## config.mk

```make
export PLATFORM = sky130hd
export DESIGN_NAME = led_seq_ctrl
export DESIGN_NICKNAME = d
export VERILOG_FILES = /design/src/rtl/led_seq_pkg.sv /design/src/rtl/led_seq_prescaler.sv /design/src/rtl/led_seq_ctrl.sv
export SDC_FILE = /design/constraint.sdc
export NUM_CORES = 1
export LEC_CHECK = 0
export ABC_AREA = 1
export BUFFER_PORTS_ARGS = -buffer_cell sky130_fd_sc_hd__buf_2
export CAP_MARGIN = 20
export CELL_PAD_IN_SITES_DETAIL_PLACEMENT = 0
export CELL_PAD_IN_SITES_GLOBAL_PLACEMENT = 1
export CORE_ASPECT_RATIO = 0.5
export CORE_MARGIN = 2
export CORE_UTILIZATION = 38
export DETAILED_ROUTE_END_ITERATION = 7
export PLACE_DENSITY_LB_ADDON = 0.1
export RECOVER_POWER = 50
export SETUP_SLACK_MARGIN = 0.3
export SYNTH_ARGS = -nofsm -noshare
export SYNTH_HDL_FRONTEND = slang
export SYNTH_SLANG_ARGS = --single-unit
```

## constraint.sdc

```tcl
create_clock -name clk_i -period 2.1 [get_ports clk_i]
set_clock_uncertainty 0.2 [all_clocks]
set_input_delay 0.21 -clock clk_i [delete_from_list [all_inputs] [get_ports clk_i]]
set_output_delay 0.21 -clock clk_i [all_outputs]
set_load 0.005 [all_outputs]
```

## src/rtl/led_seq_pkg.sv

```systemverilog
// Shared opcodes and mode encodings for the LED pattern sequencer.
package led_seq_pkg;

   localparam int OP_W = 3;

   localparam logic [OP_W-1:0] OP_NOP      = 3'd0;
   localparam logic [OP_W-1:0] OP_RUN_FWD  = 3'd1;
   localparam logic [OP_W-1:0] OP_RUN_REV  = 3'd2;
   localparam logic [OP_W-1:0] OP_RUN_PING = 3'd3;
   localparam logic [OP_W-1:0] OP_PAUSE    = 3'd4;
   localparam logic [OP_W-1:0] OP_STEP     = 3'd5;
   localparam logic [OP_W-1:0] OP_GOTO     = 3'd6;
   localparam logic [OP_W-1:0] OP_SET_DIV  = 3'd7;

   typedef enum logic [1:0] {
      MODE_PAUSED = 2'd0,
      MODE_FWD    = 2'd1,
      MODE_REV    = 2'd2,
      MODE_PING   = 2'd3
   } mode_e;

endpackage

```

## src/rtl/led_seq_prescaler.sv

```systemverilog
// Loadable down-counter producing a one-cycle tick every load_val+1 cycles.
module led_seq_prescaler
   import led_seq_pkg::*;
#(
   parameter int                   DIV_WIDTH = 25,
   parameter logic [DIV_WIDTH-1:0] RESET_VAL = '1
) (
   input  logic                 clk_i,
   input  logic                 rst_i,
   input  logic                 hold_i,
   input  logic                 load_i,
   input  logic [DIV_WIDTH-1:0] load_val_i,
   output logic                 tick_o
);

   logic [DIV_WIDTH-1:0] cnt_q;
   logic [DIV_WIDTH-1:0] cnt_d;

   // A load or hold in the terminal-count cycle swallows the tick.
   always_comb begin
      tick_o = (cnt_q == '0) && !hold_i && !load_i;
      if (load_i || hold_i || (cnt_q == '0)) begin
         cnt_d = load_val_i;
      end else begin
         cnt_d = cnt_q - DIV_WIDTH'(1);
      end
   end

   always_ff @(posedge clk_i) begin
      if (rst_i) begin
         cnt_q <= RESET_VAL;
      end else begin
         cnt_q <= cnt_d;
      end
   end

endmodule

```

## src/rtl/led_seq_ctrl.sv

```systemverilog
// LED pattern ROM sequencer: command-driven mode/step FSM plus ROM address register.
//
//  state        | meaning
//  MODE_PAUSED  | no advance; a STEP sets step_pend and advances once on the next tick
//  MODE_FWD     | +1 per tick, last entry wraps to 0
//  MODE_REV     | -1 per tick, 0 wraps to last entry
//  MODE_PING    | bounce between 0 and last entry, direction in ping_up
module led_seq_ctrl
   import led_seq_pkg::*;
#(
   parameter int          NUM_PATTERNS = 10,
   parameter int          AWIDTH       = 4,
   parameter int          DIV_WIDTH    = 25,
   parameter int unsigned DEFAULT_DIV  = 32'h01FF_FFFF
) (
   input  logic                 clk_i,
   input  logic                 rst_i,
   input  logic                 cmd_valid_i,
   output logic                 cmd_ready_o,
   input  logic [OP_W-1:0]      cmd_op_i,
   input  logic [DIV_WIDTH-1:0] cmd_arg_i,
   output logic [AWIDTH-1:0]    raddr_o,
   output logic                 rd_en_o,
   output logic                 wrap_o,
   output logic [1:0]           mode_o
);

   localparam logic [AWIDTH-1:0]    LAST     = AWIDTH'(NUM_PATTERNS - 1);
   localparam logic [DIV_WIDTH-1:0] LAST_ARG = DIV_WIDTH'(NUM_PATTERNS - 1);
   localparam logic [DIV_WIDTH-1:0] DIV_RST  = DIV_WIDTH'(DEFAULT_DIV);

   mode_e                mode_q, mode_d;
   mode_e                last_q, last_d;
   mode_e                adv_mode;
   logic                 ping_up_q, ping_up_d;
   logic                 step_q, step_d;
   logic [AWIDTH-1:0]    raddr_q, raddr_d, nxt_addr;
   logic                 rd_en_q, rd_en_d;
   logic                 wrap_q, wrap_d;
   logic [DIV_WIDTH-1:0] reload_q, reload_d;
   logic                 accept;
   logic                 goto_hit;
   logic                 do_adv;
   logic                 pre_hold;
   logic                 pre_load;
   logic [DIV_WIDTH-1:0] pre_load_val;
   logic                 tick;

   assign cmd_ready_o = !step_q;
   assign accept      = cmd_valid_i && cmd_ready_o;
   assign pre_hold    = (mode_q == MODE_PAUSED) && !step_q;

   led_seq_prescaler #(
      .DIV_WIDTH (DIV_WIDTH),
      .RESET_VAL (DIV_RST)
   ) u_prescaler (
      .clk_i      (clk_i),
      .rst_i      (rst_i),
      .hold_i     (pre_hold),
      .load_i     (pre_load),
      .load_val_i (pre_load_val),
      .tick_o     (tick)
   );

   always_comb begin
      mode_d       = mode_q;
      last_d       = last_q;
      ping_up_d    = ping_up_q;
      step_d       = step_q;
      raddr_d      = raddr_q;
      rd_en_d      = 1'b0;
      wrap_d       = 1'b0;
      reload_d     = reload_q;
      pre_load     = 1'b0;
      pre_load_val = reload_q;
      goto_hit     = 1'b0;
      do_adv       = 1'b0;
      adv_mode     = mode_q;
      nxt_addr     = raddr_q;

      if (accept) begin
         case (cmd_op_i)
            OP_RUN_FWD: begin
               mode_d = MODE_FWD;
               last_d = MODE_FWD;
            end
            OP_RUN_REV: begin
               mode_d = MODE_REV;
               last_d = MODE_REV;
            end
            OP_RUN_PING: begin
               mode_d    = MODE_PING;
               last_d    = MODE_PING;
               ping_up_d = 1'b1;
            end
            OP_PAUSE: mode_d = MODE_PAUSED;
            OP_STEP: begin
               if (mode_q == MODE_PAUSED) begin
                  step_d   = 1'b1;
                  pre_load = 1'b1;
               end
            end
            OP_GOTO: begin
               raddr_d  = (cmd_arg_i > LAST_ARG) ? LAST : cmd_arg_i[AWIDTH-1:0];
               rd_en_d  = 1'b1;
               pre_load = 1'b1;
               goto_hit = 1'b1;
            end
            OP_SET_DIV: begin
               reload_d     = cmd_arg_i;
               pre_load     = 1'b1;
               pre_load_val = cmd_arg_i;
            end
            default: ;
         endcase
      end

      // A coincident tick follows the newly accepted mode, so PAUSE suppresses it.
      if (tick && !goto_hit) begin
         if (step_q) begin
            do_adv   = 1'b1;
            adv_mode = last_q;
            step_d   = 1'b0;
         end else if (mode_d != MODE_PAUSED) begin
            do_adv   = 1'b1;
            adv_mode = mode_d;
         end
      end

      if (do_adv) begin
         case (adv_mode)
            MODE_FWD: begin
               if (raddr_q == LAST) begin
                  nxt_addr = '0;
                  wrap_d   = 1'b1;
               end else begin
                  nxt_addr = raddr_q + AWIDTH'(1);
               end
            end
            MODE_REV: begin
               if (raddr_q == '0) begin
                  nxt_addr = LAST;
                  wrap_d   = 1'b1;
               end else begin
                  nxt_addr = raddr_q - AWIDTH'(1);
               end
            end
            MODE_PING: begin
               if (NUM_PATTERNS == 1) begin
                  wrap_d = 1'b1;
               end else if (ping_up_d) begin
                  if (raddr_q == LAST) begin
                     ping_up_d = 1'b0;
                     nxt_addr  = raddr_q - AWIDTH'(1);
                     wrap_d    = 1'b1;
                  end else begin
                     nxt_addr = raddr_q + AWIDTH'(1);
                  end
               end else begin
                  if (raddr_q == '0) begin
                     ping_up_d = 1'b1;
                     nxt_addr  = raddr_q + AWIDTH'(1);
                     wrap_d    = 1'b1;
                  end else begin
                     nxt_addr = raddr_q - AWIDTH'(1);
                  end
               end
            end
            default: ;
         endcase
         raddr_d = nxt_addr;
         rd_en_d = (nxt_addr != raddr_q);
      end
   end

   // rd_en resets high so the ROM fetches entry 0 in the first cycle out of reset.
   always_ff @(posedge clk_i) begin
      if (rst_i) begin
         mode_q    <= MODE_FWD;
         last_q    <= MODE_FWD;
         ping_up_q <= 1'b1;
         step_q    <= 1'b0;
         raddr_q   <= '0;
         rd_en_q   <= 1'b1;
         wrap_q    <= 1'b0;
         reload_q  <= DIV_RST;
      end else begin
         mode_q    <= mode_d;
         last_q    <= last_d;
         ping_up_q <= ping_up_d;
         step_q    <= step_d;
         raddr_q   <= raddr_d;
         rd_en_q   <= rd_en_d;
         wrap_q    <= wrap_d;
         reload_q  <= reload_d;
      end
   end

   assign raddr_o = raddr_q;
   assign rd_en_o = rd_en_q;
   assign wrap_o  = wrap_q;
   assign mode_o  = mode_q;

endmodule
```

; ---- Word-level counts from Yosys, hierarchy flattened
; Index checks and enable logic that the tools add are counted.
[word_totals]
register_bits = 62
out_inout_bits = 9
wordCells = 92
[op_classes]
addsub = 3
n_lt_le_gt_ge = 1
n_eq_ne = 12
muxes = 44
bitwise_logic = 1
reduce_logical = 22
[op_table]
columns = cell, n
row1 = $mux W25, 3
row2 = $mux W4, 10
row3 = $gt A25 B4 Y1 const B, 1
row4 = $logic_not A25 Y1, 1
row5 = $sub A25 B1 Y25 const B, 1
row6 = $mux W1, 22
row7 = $eq A3 B3 Y1 const B, 4
row8 = $pmux W4 S3, 1
row9 = $mux W2, 4
row10 = $pmux W2 S4, 1
row11 = $eq A3 B2 Y1 const B, 2
row12 = $pmux W2 S3, 1
row13 = $reduce_bool A2 Y1, 3
row14 = $logic_and A1 B1 Y1, 5
row15 = $add A4 B1 Y4 const B, 1
row16 = $eq A2 B2 Y1 const B, 2
row17 = $eq A4 B4 Y1 const B, 1
row18 = $logic_not A1 Y1, 4
row19 = $logic_not A4 Y1, 1
row20 = $ne A4 B4 Y1, 1
row21 = $reduce_and A2 Y1, 2
row22 = $reduce_or A2 Y1, 2
row23 = $sub A4 B1 Y4 const B, 1
row24 = $eq A3 B1 Y1 const B, 1
row25 = other kinds (7), 8

; ---- Longest topological paths before layout
; Gate-level depths: netlist (run 1).
[logic_depth]
word_depth = 13
depth_mapped = 17

; ---- Hierarchy
; Synthesis (run 1) repeated with hierarchy kept, for this count alone.
[unflattened]
hier_cells = 602
hier_area_um2 = 4031.4
[by_module_without_submodules]
columns = module, n_inst, cells_per_inst, area_per_inst_um2, seq_area_each_um2
row1 = led_seq_ctrl, 1, 331, 2287.2, 740.7
row2 = led_seq_prescaler, 1, 271, 1744.2, 500.5

; ---- Worst setup path after synthesis (run 1)
; Ideal clock, no wire load.
[synth_timing]
path_type = reg2reg
from = reg u_prescaler.cnt_q[0]
to = reg raddr_q[2], in the netlist raddr_o[2]
setup_ns = 0.113
arrival_time_ns = 1.776
required_ns = 1.787
setup_slack_ns = 0.010
stages_incl_launch_ff = 16
n_path_buf = 0
cell_sequence = dfxtp_1 inv_1 ha_1 nand2_4 nor2_8 nand2_4 nor2_8 nand3_1 nor2_2 nand2_2 nand2_2 nand2_4 nor2_4 nand2_1 nand3_1 nand2_1
[synth_between]
elab_chain_cells = 9
[synth_rtl]
columns = item, line_no
row1 = "start, declared", led_seq_prescaler.sv:16  ; logic [DIV_WIDTH-1:0] cnt_q;
row2 = "start signal, assigned", led_seq_prescaler.sv:33  ; cnt_q <= cnt_d;
row3 = $logic_not A25 Y1 *, led_seq_prescaler.sv:21  ; tick_o = (cnt_q == '0) && !hold_i && !load_i;
row4 = $logic_and A1 B1 Y1 * (2 in a row), led_seq_prescaler.sv:21
row5 = $logic_and A1 B1 Y1 *, led_seq_ctrl.sv:119  ; if (tick && !goto_hit) begin
row6 = $mux W2, led_seq_ctrl.sv:119
row7 = $eq A2 B2 Y1 or $eq A2 B1 Y1 (tied branches), led_seq_ctrl.sv:131  ; case (adv_mode)
row8 = $pmux W4 S3, led_seq_ctrl.sv:131
row9 = $mux W4 (2 in a row), led_seq_ctrl.sv:130  ; if (do_adv) begin
row10 = "end signal, assigned", led_seq_ctrl.sv:192  ; raddr_q <= raddr_d;
row11 = "end, declared", led_seq_ctrl.sv:37  ; logic [AWIDTH-1:0] raddr_q, raddr_d, nxt_addr;
; Every way passes the cells marked *; elsewhere a longest branch is shown, timed or not. The select of a mux whose other input is x is not followed.
; A chain may end at the register's enable or synchronous reset.

; ---- Worst setup path after layout (run 1)
[layout_timing]
from = reg u_prescaler.cnt_q[0]
to = reg raddr_q[0], in the netlist raddr_o[0]
; The elaborated chain is that of the path after synthesis.

==> results of run 1 <==
[synth_stat cells]
cell,n
nand2_4,4
o22ai_1,3
nor2_2,7
clkbuf_1,10
inv_2,5
o221ai_1,1
nor4_1,4
mux2_2,3
o211ai_1,12
nand2_2,7
or2_2,14
xor2_1,9
dfxtp_1,62
a21oi_1,28
o21ai_0,33
nor3_1,13
nand3b_1,3
mux2i_1,4
nand3_1,40
a41oi_1,2
nor2_8,2
ha_1,5
nor2_1,42
nand2_1,92
buf_2,5
nand4_1,4
nand4_4,1
a31oi_1,3
xnor2_1,5
a21oi_2,2
inv_1,65
or2_0,1
nor2_4,5
or2_1,1
[where the power goes]
part           switching [mW]  internal (mW)
Clock                   0.526          0.976
Sequential             0.0414           1.24
Combinational           0.269          0.225
Total                   0.837           2.44
[path summary, 6_finish.rpt]
check / to / slack [ps] / cells after the start
setup reg to reg: raddr_o[0] / 5 / 14
hold / removal: reload_q[13] / -10 / 5
setup / recovery: raddr_o[0] / 5 / 14
hold reg to reg: reload_q[13] / 260 / 2
[registers in the layout, summed over array words and instances (netlist names)]
| register | cells |
|---|---|
| raddr_o | 4 |
| wrap_o | 1 |
| last_q | 2 |
| rd_en_o | 1 |
| mode_o | 2 |
| ping_up_q | 1 |
| step_q | 1 |
| reload_q | 25 |
| u_prescaler.cnt_q | 25 |
[kinds of logic (layout without fill, tap and decap cells)]
kind of cell | after synthesis | after routing
compound gates | 84 | 84
buf+inv | 85 | 209
simple gates | 240 | 241
xor+xnor | 14 | 14
mux | 7 | 7
fa+ha+maj | 5 | 5
flops | 62 | 62
[timing repair]
action,in CTS,in global routing
pin swaps,12,19
hold buffers,9,0
endpoints found under the hold margin,9,0
cloned,2,2
setup endpoints to repair,42,47
setup buffers,16,2
resized for setup,22,84
[critical path: cells and delay by family, from the launching register on]
| kind | cells | cell delay (ps) |
|---|---|---|
| AND/OR/NAND/NOR | 11 | 1150 |
| AO/OA/AOI/OAI | 1 | 130 |
| buffers and inverters | 1 | 70 |
| flip-flops | 1 | 320 |
| adder cells (fa/ha/maj) | 1 | 140 |
[cell type report]
cell class | count | area [um^2]
clock buffers | 12 | 256
multi-input cells | 351 | 2310
fillers | 847 | 3570
repair buffers | 124 | 992
flip-flops and latches | 62 | 1240
clock inverters | 3 | 43.8
well taps | 117 | 146
inverters | 70 | 263
[through the flow]
step	setup WS, ps	utilization, %
final	5.15	59.5
after global routing	-148	59.5
after CTS	2.57	55.8
after detailed placement	-55.7	48.6
after global placement	-46.7	48.6
after floorplan	101	-
[layer usage]
layer  part of all wire (%)  global-route usage, %
met1                     51                   27.5
met2                     45                   33.0
met3                    4.1                   4.68
met4                   0.66                   6.33
met5                      0                      0
==> flow_summary.yaml, run 1 <==
outcome:
  outcome: "finished, violations left"
  failed_checks: "hold timing"
power:
  p_leak_nw: 2.44
  ir_drop_v: 0.000419
  p_per_area_nw_per_um2: 623
  power.total_mw: 3.27
sta:
  relSlewSlack_pct: 73.9
  min_period_ps: 2090
  worst_slew_pin_slew_ps: 388
  max_freq_mhz: 477
  final_hold_viol_count: 1
  fin_crit_sh_pct: 99.8
  rsz0062_at_grt: "yes"
  finalSetupViolCount: 0
  setup-tns-final_ps: 0
  slew_violations: 0
  whs_ps: -10.3
drt:
  drt-pass1-iter-count: 4
  routedWlPerCell_um: 13.3
  wirelength_um: 9810
  viasPerCell: 4.79
  drt_iter0_markers: 180
  antenna_left: 0
  drcViolationCount: 0
  vias: 3537
finish:
  layout.nets: 654
  mostFrequentLayoutCell: "nand2_1"
  final_cell_mix: "87 x nand2_1, 60 x inv_1, 60 x dfxtp_1, 60 x buf_4, 38 x buf_2"
  diodes: 0
  design_area_um2: 5260
  finalNonFillerCells: 739
  areaGrowthSynthToFinish_pct: 50.5
  layout-drive-gt1-share_pct: 36.5
worst_hold_path:
  min-delay-start: "cmd_arg_i[13]"
  hp-class: "in -> reg"
clock_tree:
  cts_buffers: 9
  cts.clk_slew.worst_paths_ps: 50
  root_buffer: "clkbuf_16"
  htreeDepth: 3
  worstSkewPairLatency_ps: 330
  cts_tree: "built"
  clockBufferDepth: 2
  numClockSinks: 62
die:
  floorplan.initialDensity_pct: 39.6
  dieArea_um2: 10000
  die_height_um: 71.8
  rows: 24
  core_area_um2: 8830
  io-pin-count: 40
  die_w_um: 140
place:
  dpl.hpwl_um: 6680
  place_congestion: 0.882
  placedCellCount: 693
  port_buffers: 39
  placed_area_um2: 4290
critical_path:
  crit_type: "reg -> reg"
  path_max_fanout: 4
  r2r-start: "u_prescaler.cnt_q[0]"
  path_cells: "inv_2 > ha_4 > nand2_4 > nor2_8 > nand2_4 > nor2_8 > nand4_4 > nor2_2 > nor2_1 > nor2_2 > nand3_1 > nand3_1 > nand2_1 > a21oi_1"
  critPathSlowestCell: "dfxtp_2"
  cp-start-kind: "flip-flop"
  end_kind: "flip-flop"
  crit_required_ps: 2160
  arrival_ps: 2150
  cpPeakStageDelay_ps: 320
  timing.critical_path.from: "u_prescaler.cnt_q[0]"
yosys:
  synth.cell_area_um2: 3490
  ys_ff_latch: 62
  yosys.area.top_type: "dfxtp_1"
  synthAdderAreaFrac_pct: 1.79
  synth.distinct_cells: 34
  muxShareOfSynthArea_pct: 2.11
  yosysSeqAreaShare_pct: 35.5
  syn-num-nets: 533
  yosysTopAreaCellShare_pct: 35.5
  synth_cells: 497
  syn_area_per_cell_um2: 7.03
  yosysWarnings: 0
  synth_area_leaders: "dfxtp_1 36%, nand2_1 9.9%, inv_1 7.0%"
  synthSimpleGateAreaFrac_pct: 34.1
  synth_top_family_by_area: "simple AND/OR/NAND/NOR gates"
  synth_xor_area_share_pct: 3.51
  synth_compound_area_share_pct: 13.6
global_route:
  grt_pass1_wl_um: 16100
  antenna_found_initial: 0
  grt_pass1_vias: 3367
  gr-total-overflow: 0
  grt_use_total_pct: 20.4
  grt_max_degree: 35
flow_run:
  cap_violations: 0
(Power assumes the default switching activity.)
==> run 2, diff against run 1 <==
SETUP_SLACK_MARGIN = not set   (was 0.3)
==> run 2 against run 1 <==
Compared with the run above: the run ends with setup timing left; sequential power barely moved; global-route usage shrank 0.55 points; non-clock buffer count is 3 higher; core utilization decreased by 4.4 points; register-to-register slack worse by 40 ps; setup slack got worse by 42 ps; flip-flop and latch count unchanged; clock power is 7% lower; sequential share of layout area is 1.9 points higher; first-iteration DRC count up 2.2%; final cell count up 0.27%.
==> flow_summary.yaml, run 2 (synthesis gave the netlist of run 1 again) <==
outcome:
  outcome: "finished, violations left"
  failed_checks: "setup timing"
sta:
  relSlewSlack_pct: 59.8
  rsz0062_at_grt: "yes"
  final_hold_viol_count: 0
  fin_crit_sh_pct: 102
  slew_violations: 0
  setup_ws_ps: -37.2
  finalSetupViolCount: 5
  min_period_ps: 2140
  max_freq_mhz: 468
  setup-tns-final_ps: -143
  worst_slew_pin_slew_ps: 602
clock_tree:
  htreeDepth: 3
  cts_tree: "built"
  numClockSinks: 62
  worstSkewPairLatency_ps: 330
  cts.clk_slew.worst_paths_ps: 50
  cts_buffers: 9
  root_buffer: "clkbuf_16"
  clockBufferDepth: 2
drt:
  drt_iter0_markers: 184
  drcViolationCount: 0
  vias: 3478
  antenna_left: 0
  viasPerCell: 4.69
  wirelength_um: 9620
  routedWlPerCell_um: 13.0
  drt-pass1-iter-count: 4
critical_path:
  end_kind: "flip-flop"
  path_common_cell: "nor2_4"
  cp-start-kind: "flip-flop"
  cpPeakStageDelay_ps: 310
  arrival_ps: 2160
  reg2regPathDepth: 12
  ff2ff_setup_slack_ps: -40
  path_max_fanout: 4
  crit_required_ps: 2120
  crit_type: "reg -> reg"
  path_cells: "or2_4 > nor2_4 > nand2_4 > nor2_8 > nand4_4 > nor2_4 > buf_4 > nor2_4 > o21ai_0 > nand3_1 > nand3_2 > nand2_1"
  r2r-start: "u_prescaler.cnt_q[11]"
  r2r_end: "raddr_o[3]"
  critPathSlowestCell: "dfxtp_2"
finish:
  layout.nets: 656
  finalNonFillerCells: 741
  regArea_um2: 1240
  multi_input_area_um2: 2080
  areaGrowthSynthToFinish_pct: 39.3
  mostFrequentLayoutCell: "nand2_1"
  fillers: 868
  final_cell_mix: "89 x nand2_1, 69 x buf_4, 63 x inv_1"
  layout-drive-gt1-share_pct: 31.3
  diodes: 0
global_route:
  grt_max_degree: 29
  antenna_found_initial: 0
  grt_use_total_pct: 19.8
  grt_pass1_wl_um: 15600
  grt_pass1_vias: 3182
  gr-total-overflow: 0
worst_hold_path:
  hp-class: "in -> reg"
  holdPathStages: 3
  hold_end: "reload_q[18]"
  min-delay-start: "cmd_arg_i[18]"
place:
  place_congestion: 0.857
  port_buffers: 39
  dpl.hpwl_um: 7280
  placedCellCount: 706
  pre_cts_ws_ps: -68.9
die:
  die_height_um: 71.8
  io-pin-count: 40
  rows: 24
  dieArea_um2: 10000
  die_w_um: 140
  floorplan.initialDensity_pct: 39.6
  core_area_um2: 8830
power:
  p_leak_nw: 2.26
  ir_drop_v: 0.000390
  p_per_area_nw_per_um2: 638
flow_run:
  cap_violations: 0
==> run 2: area by class of cell <==
cell class	instances	area share, %
clock buffer	12	5.27
clock inverter	3	0.411
inverter	70	5.40
multi-input combinational	350	42.7
sequential	62	25.6
tap	117	3.01
timing repair buffer	127	17.6
==> run 2: per-layer routing <==
metal | vias up | global-route usage (%) | share of wire (%)
met1 | 1552 | 27.8 | 54
met3 | 7 | 5.08 | 4.3
met5 | - | 0 | 0
met4 | 0 | 5.67 | 1.0
li1 | 1872 | - | -
met2 | 47 | 30.4 | 41
==> run 2: timing repair <==
| item | in CTS | in global routing |
|---|---|---|
| resized for setup | 9 | 28 |
| endpoints found under the hold margin | 9 | 0 |
| setup endpoints to repair | 7 | 16 |
| hold buffers | 9 | 0 |
| setup buffers | 2 | 9 |
| pin swaps | 5 | 20 |
==> run 2: through the flow <==
stage	hold WS (ps)	power (mW)	area, um^2	utilization, %
floorplan	139	1.53	3490	-
global placement	241	1.70	4300	48.7
detailed placement	245	1.70	4300	48.7
CTS	20.3	3.11	4710	53.4
global route	38.1	3.23	4870	55.1
finish	29.4	3.11	4870	55.1
==> run 2: critical path: cells and delay by family (launching register included) <==
kind,cells,cell delay (ps)
AOI/OAI and AO/OA,1,140
DFF,1,310
buffers and inverters,1,130
and+or+nand+nor,10,1220
==> run 2: worst max-delay path by stage <==
stage / endpoint / start / cells past startpoint / slack, ps
final: raddr_o[3] / u_prescaler.cnt_q[11] / 12 / -40
after global routing: raddr_o[0] / u_prescaler.cnt_q[4] / 13 / -160
after CTS: raddr_o[3] / u_prescaler.cnt_q[11] / 13 / 0.5
after detailed placement: raddr_o[2] / u_prescaler.cnt_q[0] / 15 / -70
after global placement: raddr_o[1] / cmd_op_i[1] / 17 / -10
after floorplan: raddr_o[2] / u_prescaler.cnt_q[0] / 15 / 10
==> run 2: report_power, final <==
part           switching (mW)  internal, mW
registers              0.0365          1.24
logic                   0.253         0.195
clock network           0.533         0.854
